**config.mk**
```make
export PLATFORM = sky130hd
export DESIGN_NAME = exception_arbiter_n
export DESIGN_NICKNAME = d
export VERILOG_FILES = /design/src/rtl/exc_pkg.sv /design/src/rtl/exc_lane_decode.sv /design/src/rtl/exception_arbiter_n.sv
export SDC_FILE = /design/constraint.sdc
export NUM_CORES = 1
export LEC_CHECK = 0
export BUFFER_PORTS_ARGS = -buffer_cell sky130_fd_sc_hd__buf_2
export CAP_MARGIN = 20
export CORE_MARGIN = 5
export CORE_UTILIZATION = 40
export CTS_CLUSTER_SIZE = 28
export DETAILED_ROUTE_END_ITERATION = 6
export PLACE_DENSITY = 0.77
export SYNTH_ARGS = -nofsm -noshare
export SYNTH_HDL_FRONTEND = slang
export SYNTH_SLANG_ARGS = --single-unit
```
**constraint.sdc**
```tcl
create_clock -name clk -period 6 [get_ports clk]
set_input_delay 1.2 -clock clk [delete_from_list [all_inputs] [get_ports clk]]
set_output_delay 1.2 -clock clk [all_outputs]
set_load 0.05 [all_outputs]
```
**src/rtl/exc_pkg.sv**
```systemverilog
// Shared definitions for the commit-stage exception arbiter: exception flag
// bit map, MIPS ExcCodes, FSM states and the per-lane resolved-exception record.
package exc_pkg;

    localparam int EXC_IF_ADEL = 7;
    localparam int EXC_SYS     = 6;
    localparam int EXC_BP      = 5;
    localparam int EXC_ERET    = 4;
    localparam int EXC_RI      = 3;
    localparam int EXC_OV      = 2;
    localparam int EXC_LD_ADEL = 1;
    localparam int EXC_ST_ADES = 0;

    localparam logic [4:0] CODE_INT  = 5'h00;
    localparam logic [4:0] CODE_ADEL = 5'h04;
    localparam logic [4:0] CODE_ADES = 5'h05;
    localparam logic [4:0] CODE_SYS  = 5'h08;
    localparam logic [4:0] CODE_BP   = 5'h09;
    localparam logic [4:0] CODE_RI   = 5'h0a;
    localparam logic [4:0] CODE_OV   = 5'h0c;
    localparam logic [4:0] CODE_ERET = 5'h0e;

    typedef enum logic {
        IDLE = 1'b0,
        HOLD = 1'b1
    } exc_state_t;

    typedef struct packed {
        logic [4:0]  code;
        logic [31:0] epc;
        logic [31:0] bad_addr;
        logic        bad_we;
        logic        bd;
        logic [31:0] target;
    } exc_info_t;

    // A delay-slot instruction restarts at its branch, one word earlier.
    function automatic logic [31:0] epc_of(input logic [31:0] pc, input logic bd);
        return bd ? (pc - 32'd4) : pc;
    endfunction

endpackage

```
**src/rtl/exc_lane_decode.sv**
```systemverilog
// Per-lane exception priority encoder: turns one lane's flags (plus an attached
// interrupt) into a hit bit and the full exception record for that lane.
module exc_lane_decode
    import exc_pkg::*;
#(
    parameter int          EXC_W      = 8,
    parameter logic [31:0] VEC_BEV    = 32'hBFC00380,
    parameter logic [31:0] VEC_NORMAL = 32'h80000180
) (
    input  logic             valid,
    input  logic             int_attach,
    input  logic [EXC_W-1:0] except,
    input  logic             in_delayslot,
    input  logic [31:0]      pc,
    input  logic [31:0]      daddr,
    input  logic [31:0]      cp0_epc,
    input  logic             bev,
    output logic             hit,
    output exc_info_t        info
);

    always_comb begin
        hit           = 1'b0;
        info          = '0;
        info.epc      = epc_of(pc, in_delayslot);
        info.bd       = in_delayslot;
        info.target   = bev ? VEC_BEV : VEC_NORMAL;
        if (valid) begin
            hit = 1'b1;
            if (int_attach) begin
                info.code = CODE_INT;
            end else if (except[EXC_IF_ADEL]) begin
                info.code     = CODE_ADEL;
                info.bad_addr = pc;
                info.bad_we   = 1'b1;
            end else if (except[EXC_LD_ADEL]) begin
                info.code     = CODE_ADEL;
                info.bad_addr = daddr;
                info.bad_we   = 1'b1;
            end else if (except[EXC_ST_ADES]) begin
                info.code     = CODE_ADES;
                info.bad_addr = daddr;
                info.bad_we   = 1'b1;
            end else if (except[EXC_SYS]) begin
                info.code = CODE_SYS;
            end else if (except[EXC_BP]) begin
                info.code = CODE_BP;
            end else if (except[EXC_ERET]) begin
                // ERET returns through EPC instead of entering the handler.
                info.code   = CODE_ERET;
                info.target = cp0_epc;
            end else if (except[EXC_RI]) begin
                info.code = CODE_RI;
            end else if (except[EXC_OV]) begin
                info.code = CODE_OV;
            end else begin
                hit = 1'b0;
            end
        end
    end

endmodule

```
**src/rtl/exception_arbiter_n.sv**
```systemverilog
// Commit-stage exception arbiter: picks the oldest faulting lane, kills it and
// all younger lanes, and holds the resolved exception until redirect accepts it.
module exception_arbiter_n
    import exc_pkg::*;
#(
    parameter int          NUM_LANES  = 2,
    parameter int          EXC_W      = 8,
    parameter logic [31:0] VEC_BEV    = 32'hBFC00380,
    parameter logic [31:0] VEC_NORMAL = 32'h80000180,
    localparam int         LANE_W     = (NUM_LANES > 1) ? $clog2(NUM_LANES) : 1
) (
    input  logic                       clk,
    input  logic                       resetn,
    input  logic [NUM_LANES-1:0]       lane_valid,
    input  logic [NUM_LANES-1:0]       lane_in_delayslot,
    input  logic [NUM_LANES*EXC_W-1:0] lane_except,
    input  logic [NUM_LANES*32-1:0]    lane_pc,
    input  logic [NUM_LANES*32-1:0]    lane_daddr,
    input  logic [31:0]                cp0_status,
    input  logic [31:0]                cp0_cause,
    input  logic [31:0]                cp0_epc,
    input  logic                       redirect_ready,
    output logic [NUM_LANES-1:0]       lane_kill,
    output logic                       busy,
    output logic                       except_valid,
    output logic [4:0]                 except_code,
    output logic [LANE_W-1:0]          except_lane,
    output logic [31:0]                except_inst_addr,
    output logic [31:0]                except_epc,
    output logic [31:0]                except_bad_addr,
    output logic                       except_bad_addr_we,
    output logic                       except_in_delayslot,
    output logic [31:0]                except_target
);

    exc_state_t             state;
    exc_state_t             state_next;
    logic                   int_req_q;
    logic                   int_req_d;
    logic [NUM_LANES-1:0]   int_attach;
    logic [NUM_LANES-1:0]   hit;
    exc_info_t              info [NUM_LANES];
    logic                   win_found;
    logic [LANE_W-1:0]      win_lane;
    exc_info_t              win_info;
    logic [31:0]            win_pc;
    logic                   capture;
    logic                   complete;
    logic                   unused_cp0;

    assign unused_cp0 = ^{cp0_status[31:23], cp0_status[21:16], cp0_status[7:2],
                          cp0_cause[31:16], cp0_cause[7:0]};

    // Pending, unmasked interrupt with EXL clear and IE set.
    assign int_req_d = ((cp0_cause[15:8] & cp0_status[15:8]) != 8'h00)
                       && !cp0_status[1] && cp0_status[0];

    // The lowest valid lane with every older lane valid can only be lane 0;
    // the decoder gates the attachment with the lane's own valid bit.
    always_comb begin
        int_attach    = '0;
        int_attach[0] = int_req_q;
    end

    for (genvar g = 0; g < NUM_LANES; g++) begin : g_lane
        exc_lane_decode #(
            .EXC_W      (EXC_W),
            .VEC_BEV    (VEC_BEV),
            .VEC_NORMAL (VEC_NORMAL)
        ) u_decode (
            .valid        (lane_valid[g]),
            .int_attach   (int_attach[g]),
            .except       (lane_except[g*EXC_W +: EXC_W]),
            .in_delayslot (lane_in_delayslot[g]),
            .pc           (lane_pc[g*32 +: 32]),
            .daddr        (lane_daddr[g*32 +: 32]),
            .cp0_epc      (cp0_epc),
            .bev          (cp0_status[22]),
            .hit          (hit[g]),
            .info         (info[g])
        );
    end

    // Scan from youngest to oldest so the oldest hit lands last and wins.
    always_comb begin
        win_found = 1'b0;
        win_lane  = '0;
        win_info  = '0;
        win_pc    = '0;
        for (int i = NUM_LANES - 1; i >= 0; i--) begin
            if (hit[i]) begin
                win_found = 1'b1;
                win_lane  = LANE_W'(i);
                win_info  = info[i];
                win_pc    = lane_pc[i*32 +: 32];
            end
        end
    end

    always_comb begin
        state_next = state;
        busy       = 1'b0;
        lane_kill  = '0;
        capture    = 1'b0;
        complete   = 1'b0;
        case (state)
            IDLE: begin
                if (win_found && resetn) begin
                    capture    = 1'b1;
                    state_next = HOLD;
                    for (int j = 0; j < NUM_LANES; j++) begin
                        lane_kill[j] = (j >= int'(win_lane));
                    end
                end
            end
            HOLD: begin
                busy = 1'b1;
                if (redirect_ready) begin
                    complete   = 1'b1;
                    state_next = IDLE;
                end
            end
            default: state_next = IDLE;
        endcase
    end

    always_ff @(posedge clk or negedge resetn) begin
        if (!resetn) begin
            state     <= IDLE;
            int_req_q <= 1'b0;
        end else begin
            state     <= state_next;
            int_req_q <= int_req_d;
        end
    end

    // Only except_valid drops on completion; the record stays for debug.
    always_ff @(posedge clk or negedge resetn) begin
        if (!resetn) begin
            except_valid        <= 1'b0;
            except_code         <= '0;
            except_lane         <= '0;
            except_inst_addr    <= '0;
            except_epc          <= '0;
            except_bad_addr     <= '0;
            except_bad_addr_we  <= 1'b0;
            except_in_delayslot <= 1'b0;
            except_target       <= '0;
        end else if (capture) begin
            except_valid        <= 1'b1;
            except_code         <= win_info.code;
            except_lane         <= win_lane;
            except_inst_addr    <= win_pc;
            except_epc          <= win_info.epc;
            except_bad_addr     <= win_info.bad_addr;
            except_bad_addr_we  <= win_info.bad_we;
            except_in_delayslot <= win_info.bd;
            except_target       <= win_info.target;
        end else if (complete) begin
            except_valid        <= 1'b0;
        end
    end

endmodule

```
* After elaboration in Yosys (flattened, before gate mapping)
Cells that the tools add are included.
** Word-level totals
- Bits in registers :: 139
- Bits of input ports :: 247
- Output and inout port bits :: 140
- Logic and storage cells :: 105
** Cells by class
- Add/subtract/negate cells :: 2
- Magnitude comparators :: 1
- Multiplexer cells :: 83
- Bitwise operators :: 2
- Reduce and logical (&&, ||, !) cells :: 6
** Operator list (number)
- two-way mux 32 bit :: 19
- two-way mux 33 bit :: 9
- two-way mux 103 bit :: 2
- two-way mux 5 bit :: 17
- subtractor 32 x 3 -> 32 bit (second input constant) :: 2
- two-way mux 1 bit :: 30
- two-way mux 30 bit :: 1
- bitwise AND 8 bit :: 1
- two-way mux 4 bit :: 2
- nonzero test 8 bit :: 1
- two-way mux 2 bit :: 2
- logical AND 1 bit :: 3
- one-hot mux 1 bit (2 select lines) :: 1
- nonzero test 2 bit :: 1
- >= comparator 1 bit (first input constant) :: 1
- logical NOT 1 bit :: 1
- inverter 1 bit :: 1

* Logic depth before layout (Yosys ltp)
- Word-level depth :: 15
- Gate-level depth with buffers :: 9
- Depth with buffers taken out :: 7

* Hierarchy
A second synthesis with hierarchy kept.
** Second synthesis, totals
- Cell total of the unflattened synthesis :: 907
- Area total of the unflattened synthesis :: 9534.1 sq um
** Modules (own cells, without submodules)
- exception_arbiter_n :: times used 1, cells each 477, area an instance 6578.8 sq um, sequential area each 3478.3 sq um
- exc_lane_decode :: times used 2, cells each 215, area an instance 1477.7 sq um, sequential area each 0.0 sq um

* Worst setup path before layout
OpenSTA, ideal clock, no wires.
- Path type :: input to output
- Start :: input lane_except[7]
- End :: output lane_kill[1]
- Arrival :: 3.146 ns
- Required time :: 4.800 ns
- Slack :: 1.654 ns
- Stages :: 8
- Buffers on the path :: 4
- Cell sequence :: clkbuf_1 > or4_1 > o31a_1 > o21ai_4 > inv_2 > buf_2 > buf_2 > buf_4
** On the way
- Word-level cells in the longest chain between the ends :: 7
** Ends and longest elaborated chain
- start: declaration :: RTL line exception_arbiter_n.sv:16 : input logic [NUM_LANES*EXC_W-1:0] lane_except,
- two-way mux 1 bit :: RTL line exc_lane_decode.sv:32 : end else if (except[EXC_IF_ADEL]) begin
- two-way mux 1 bit :: RTL line exc_lane_decode.sv:30 : if (int_attach) begin
- two-way mux 1 bit :: RTL line exc_lane_decode.sv:28 : if (valid) begin
- two-way mux 1 bit :: RTL line exception_arbiter_n.sv:91 : if (hit[i]) begin
- logical AND 1 bit :: RTL line exception_arbiter_n.sv:108 : if (win_found && resetn) begin
- two-way mux 2 bit :: RTL line exception_arbiter_n.sv:108
- two-way mux 2 bit :: RTL line exception_arbiter_n.sv:106 : case (state)
- end: declaration :: RTL line exception_arbiter_n.sv:23 : output logic [NUM_LANES-1:0] lane_kill,
No other way between the ends.

* Final worst setup path
- Start :: input lane_except[5]
- End :: output lane_kill[0]
** On the way
- Word-level cells in the longest chain between the ends :: 11
** Ends and longest elaborated chain
- two-way mux 1 bit * :: RTL line exc_lane_decode.sv:46 : end else if (except[EXC_BP]) begin
- two-way mux 1 bit * :: RTL line exc_lane_decode.sv:44 : end else if (except[EXC_SYS]) begin
- two-way mux 1 bit * :: RTL line exc_lane_decode.sv:40 : end else if (except[EXC_ST_ADES]) begin
- two-way mux 1 bit * :: RTL line exc_lane_decode.sv:36 : end else if (except[EXC_LD_ADEL]) begin
- two-way mux 1 bit * :: RTL line exc_lane_decode.sv:32
- two-way mux 1 bit * :: RTL line exc_lane_decode.sv:30
- two-way mux 1 bit * :: RTL line exc_lane_decode.sv:28
- two-way mux 1 bit :: RTL line exception_arbiter_n.sv:91
- >= comparator 1 bit or logical AND 1 bit (tied branches) :: RTL line exception_arbiter_n.sv:112, exception_arbiter_n.sv:108
- two-way mux 2 bit * :: RTL line exception_arbiter_n.sv:108
- two-way mux 2 bit * :: RTL line exception_arbiter_n.sv:106
Mark *: on every way between the ends. The rest lies on a longest branch, timed or not.

==> results.md <==
- Outcome: completed
- Detailed Route WL: 29.2 mm
- Most common flop cell mapped by yosys: dfrtp_1
- Max clock buf depth: 2
- Placed Cells: 1,379
- Max H-tree Level: 4
- PwrDens: 357 nW/um^2
- Worst Setup End Kind: output pin
- HPWL after detailed placement: 20.6 mm
- CP max-delay cell: or4_1
- First-pass GRT wire length: 44.3 mm
- Seq/Total Area, Yosys: 42.6%
- Area grow syn2layout: 30.5%
- Syn_area_per_cell: 9.56 sq um
- Setup TNS: 0 ns
- Static Leak: 4.58 nW
- Syn Inst Count: 836
- IO buf count: 340
- Clock period minus worst slack: 4.60 ns
- Combinational share of power: 38.4%
- Core ar.: 19,600 sq um
- Ant diodes: 0
- Drt pass-1 iters: 5
- Reg power frac: 32.1%
- Initial Utilization: 40.8%
- Post-CTS sizing: 0
- Setup crit start kind: input port
- Clk pwr share: 29.5%
- Register bit total from synthesis: 136
- Unrepaired setup endpoints after global routing: no
- Critical path fanouts, max: 12
- Pre-CTS setup slack: 1.40 ns
- Setup violators final: 0
- Setup Crit Path Kind: in -> out
- Critical Path RT: 4.80 ns
- Ports: 387
- Peak supply drop: 0.000235 V
- Placer Congestion: 0.888
- Mapped Nets: 1,085
- Final nets: 1,382
- CTS tree: done
- Synth Warn #: 0
- Vias in the first global route: 8,025
- Switching power: 1.60 mW
- Placed Area: 9820 sq um
- Rel. slew slack: 31.0%
- Reg-to-Reg Start: int_req_q$_DFF_PN0_
- P_int: 2.13 mW
- F_max: 217 MHz
- Synth unique cells: 67
- Post-synth EDFFs: 0
- All-Layer GR Usage: 24.7%
- Clock slew at reported path FFs: 0.06 ns
- Via count: 8,234
- CP peak stage delay: 0.63 ns
- Reg2Reg Capture Point: except_bad_addr[31]$_DFFE_PN0P_
- Overflow left after global routing: 0
- # DRC: 0
- Crit. Startpoint: lane_except[5]
- Fin area: 10,400 sq um
- Largest net degree at the start of global routing: 93
- Clk_skew: 0.0148 ns
- WP data arrival: 3.40 ns
- Final count of hold timing violations: 0
- Net Sw Frac: 43.0%
- Max-Cap Viols: 0
- CTS buffer count: 17
- Num rows: 51
- Die ar.: 22,900 sq um
- Final ANT Viol Nets: 0
- Die Ht: 151 microns
- Final period util: 76.7%
- Synthesized cell area: 7990 sq um
- DR iter-0 viols: 557
- Commonest non-fill, non-tap cells in the layout: buf_2, dfrtp_1, nor2_1
- R2r setup slk: 2.92 ns
- Min-Delay Path Class: reg -> reg
- Skew-Pair Late Insertion Delay: 0.42 ns
- Most frequent CP cell: buf_2
- Post-CTS setup buffer count: 0
- Routed WL per cell: 20.7 microns
- Initial antenna violation count: 0
- CP endpoint: lane_kill[0]
- Hold buffer count at cts: 0
- Commonest non-fill, non-tap cell in the layout: buf_2
- CTS Root Cell: clkbuf_16
- Die W: 151 microns
- Sink Count: 136
- Ratio of cells with drive above 1 in the final layout: 36.2%
- Non-Filler Instances: 1,411
- Final slew viol count: 0
- Final Worst Setup Slack: 1.40 ns
- R2r worst-path depth: 7
- Slew @ Worst Pin: 1.03 ns
- Crit path cell chain: buf_2, or4_1, o31a_1, nand2_1, buf_4, inv_1, buf_2
- Via/cell ratio: 5.84
- FFs w/ async S/R, synth: 100%
-- cells in the mapped netlist (all sizes together), types with 25 or more instances --
| master | number | area (sq um) |
|---|---|---|
| o22ai | 39 | 244 |
| a21oi | 62 | 310 |
| xnor2 | 34 | 298 |
| nand2 | 28 | 105 |
| dfrtp | 136 | 3400 |
| o221ai | 35 | 307 |
| mux2i | 32 | 320 |
| nor2 | 83 | 312 |
| a22o | 25 | 219 |
| buf | 25 | 158 |
| a22oi | 34 | 255 |
| o21a | 37 | 278 |
| clkbuf | 49 | 184 |
-- per-layer routing --
layer	global-route usage [%]	part of all wire, %	vias up	routed length, microns
met2	41.6	48	370	14100
met3	5.69	8.4	42	2450
met1	31.4	41	4030	12000
met5	0	0	-	0
li1	-	-	3792	-
met4	8.11	2.2	0	635
-- registers in the layout, indices dropped and copies added (netlist names), 4 cells and up --
| register | cells |
|---|---|
| except_code | 4 |
| except_epc | 30 |
| except_inst_addr | 32 |
| except_target | 32 |
| except_bad_addr | 32 |
-- logic make-up (layout without fill, tap and decap cells) --
logic type	count (synthesis)	in the layout	synth area share, %
other	1	1	0.0469
adder cells (fa/ha/maj)	2	2	0.313
AO/OA/AOI/OAI	308	308	28.0
buffers and inverters	87	397	4.88
AND/OR/NAND/NOR	224	224	15.1
XOR/XNOR	45	45	4.93
flip-flops	136	136	42.6
multiplexers	33	33	4.15
-- worst min path at each step --
stage / start / to / slack, ns / depth (start not counted)
floorplan: int_req_q$_DFF_PN0_ / except_code[1]$_DFFE_PN0P_ / 0.68 / 4
global placement: except_code[2]$_DFFE_PN0P_ / except_code[2]$_DFFE_PN0P_ / 0.46 / 2
detailed placement: except_code[3]$_DFFE_PN0P_ / except_code[3]$_DFFE_PN0P_ / 0.47 / 1
CTS: except_code[3]$_DFFE_PN0P_ / except_code[3]$_DFFE_PN0P_ / 0.48 / 1
global route: except_epc[6]$_DFFE_PN0P_ / except_epc[6]$_DFFE_PN0P_ / 0.49 / 1
finish: except_code[3]$_DFFE_PN0P_ / except_code[3]$_DFFE_PN0P_ / 0.48 / 1
-- worst max-delay path, delay by kind of cell --
kind,cells,cell delay (ns)
and+or+nand+nor,2,0.76
AOI/OAI and AO/OA,1,0.50
buffers and inverters,4,0.94
-- stage by stage --
| step | util [%] | hold WS [ns] | power, mW |
|---|---|---|---|
| after floorplan | - | 0.681 | 2.21 |
| after global placement | 50.1 | 0.460 | 2.63 |
| after detailed placement | 50.1 | 0.466 | 2.65 |
| after CTS | 53.3 | 0.479 | 3.75 |
| after global routing | 53.3 | 0.493 | 3.89 |
| final | 53.3 | 0.477 | 3.73 |
-- final cells by class --
cell class / count / area [sq um]
Fill cell: 1799 / 9160
Multi-Input combinational cell: 613 / 4230
Sequential cell: 136 / 3400
Timing Repair Buffer: 352 / 1800
Clock buffer: 19 / 443
Tap cell: 265 / 332
Clock inverter: 13 / 168
Inverter: 13 / 51.3
-- power groups by stage --
stage / Sequential (mW) / Combinational (mW) / Clock, mW
after floorplan: 1.85 / 0.360 / 0
after global routing: 1.22 / 1.51 / 1.16
after CTS: 1.19 / 1.44 / 1.11
after detailed placement: 1.21 / 1.44 / 0
after global placement: 1.20 / 1.43 / 0
final: 1.20 / 1.43 / 1.10
Power figures use the tool's default switching activity.
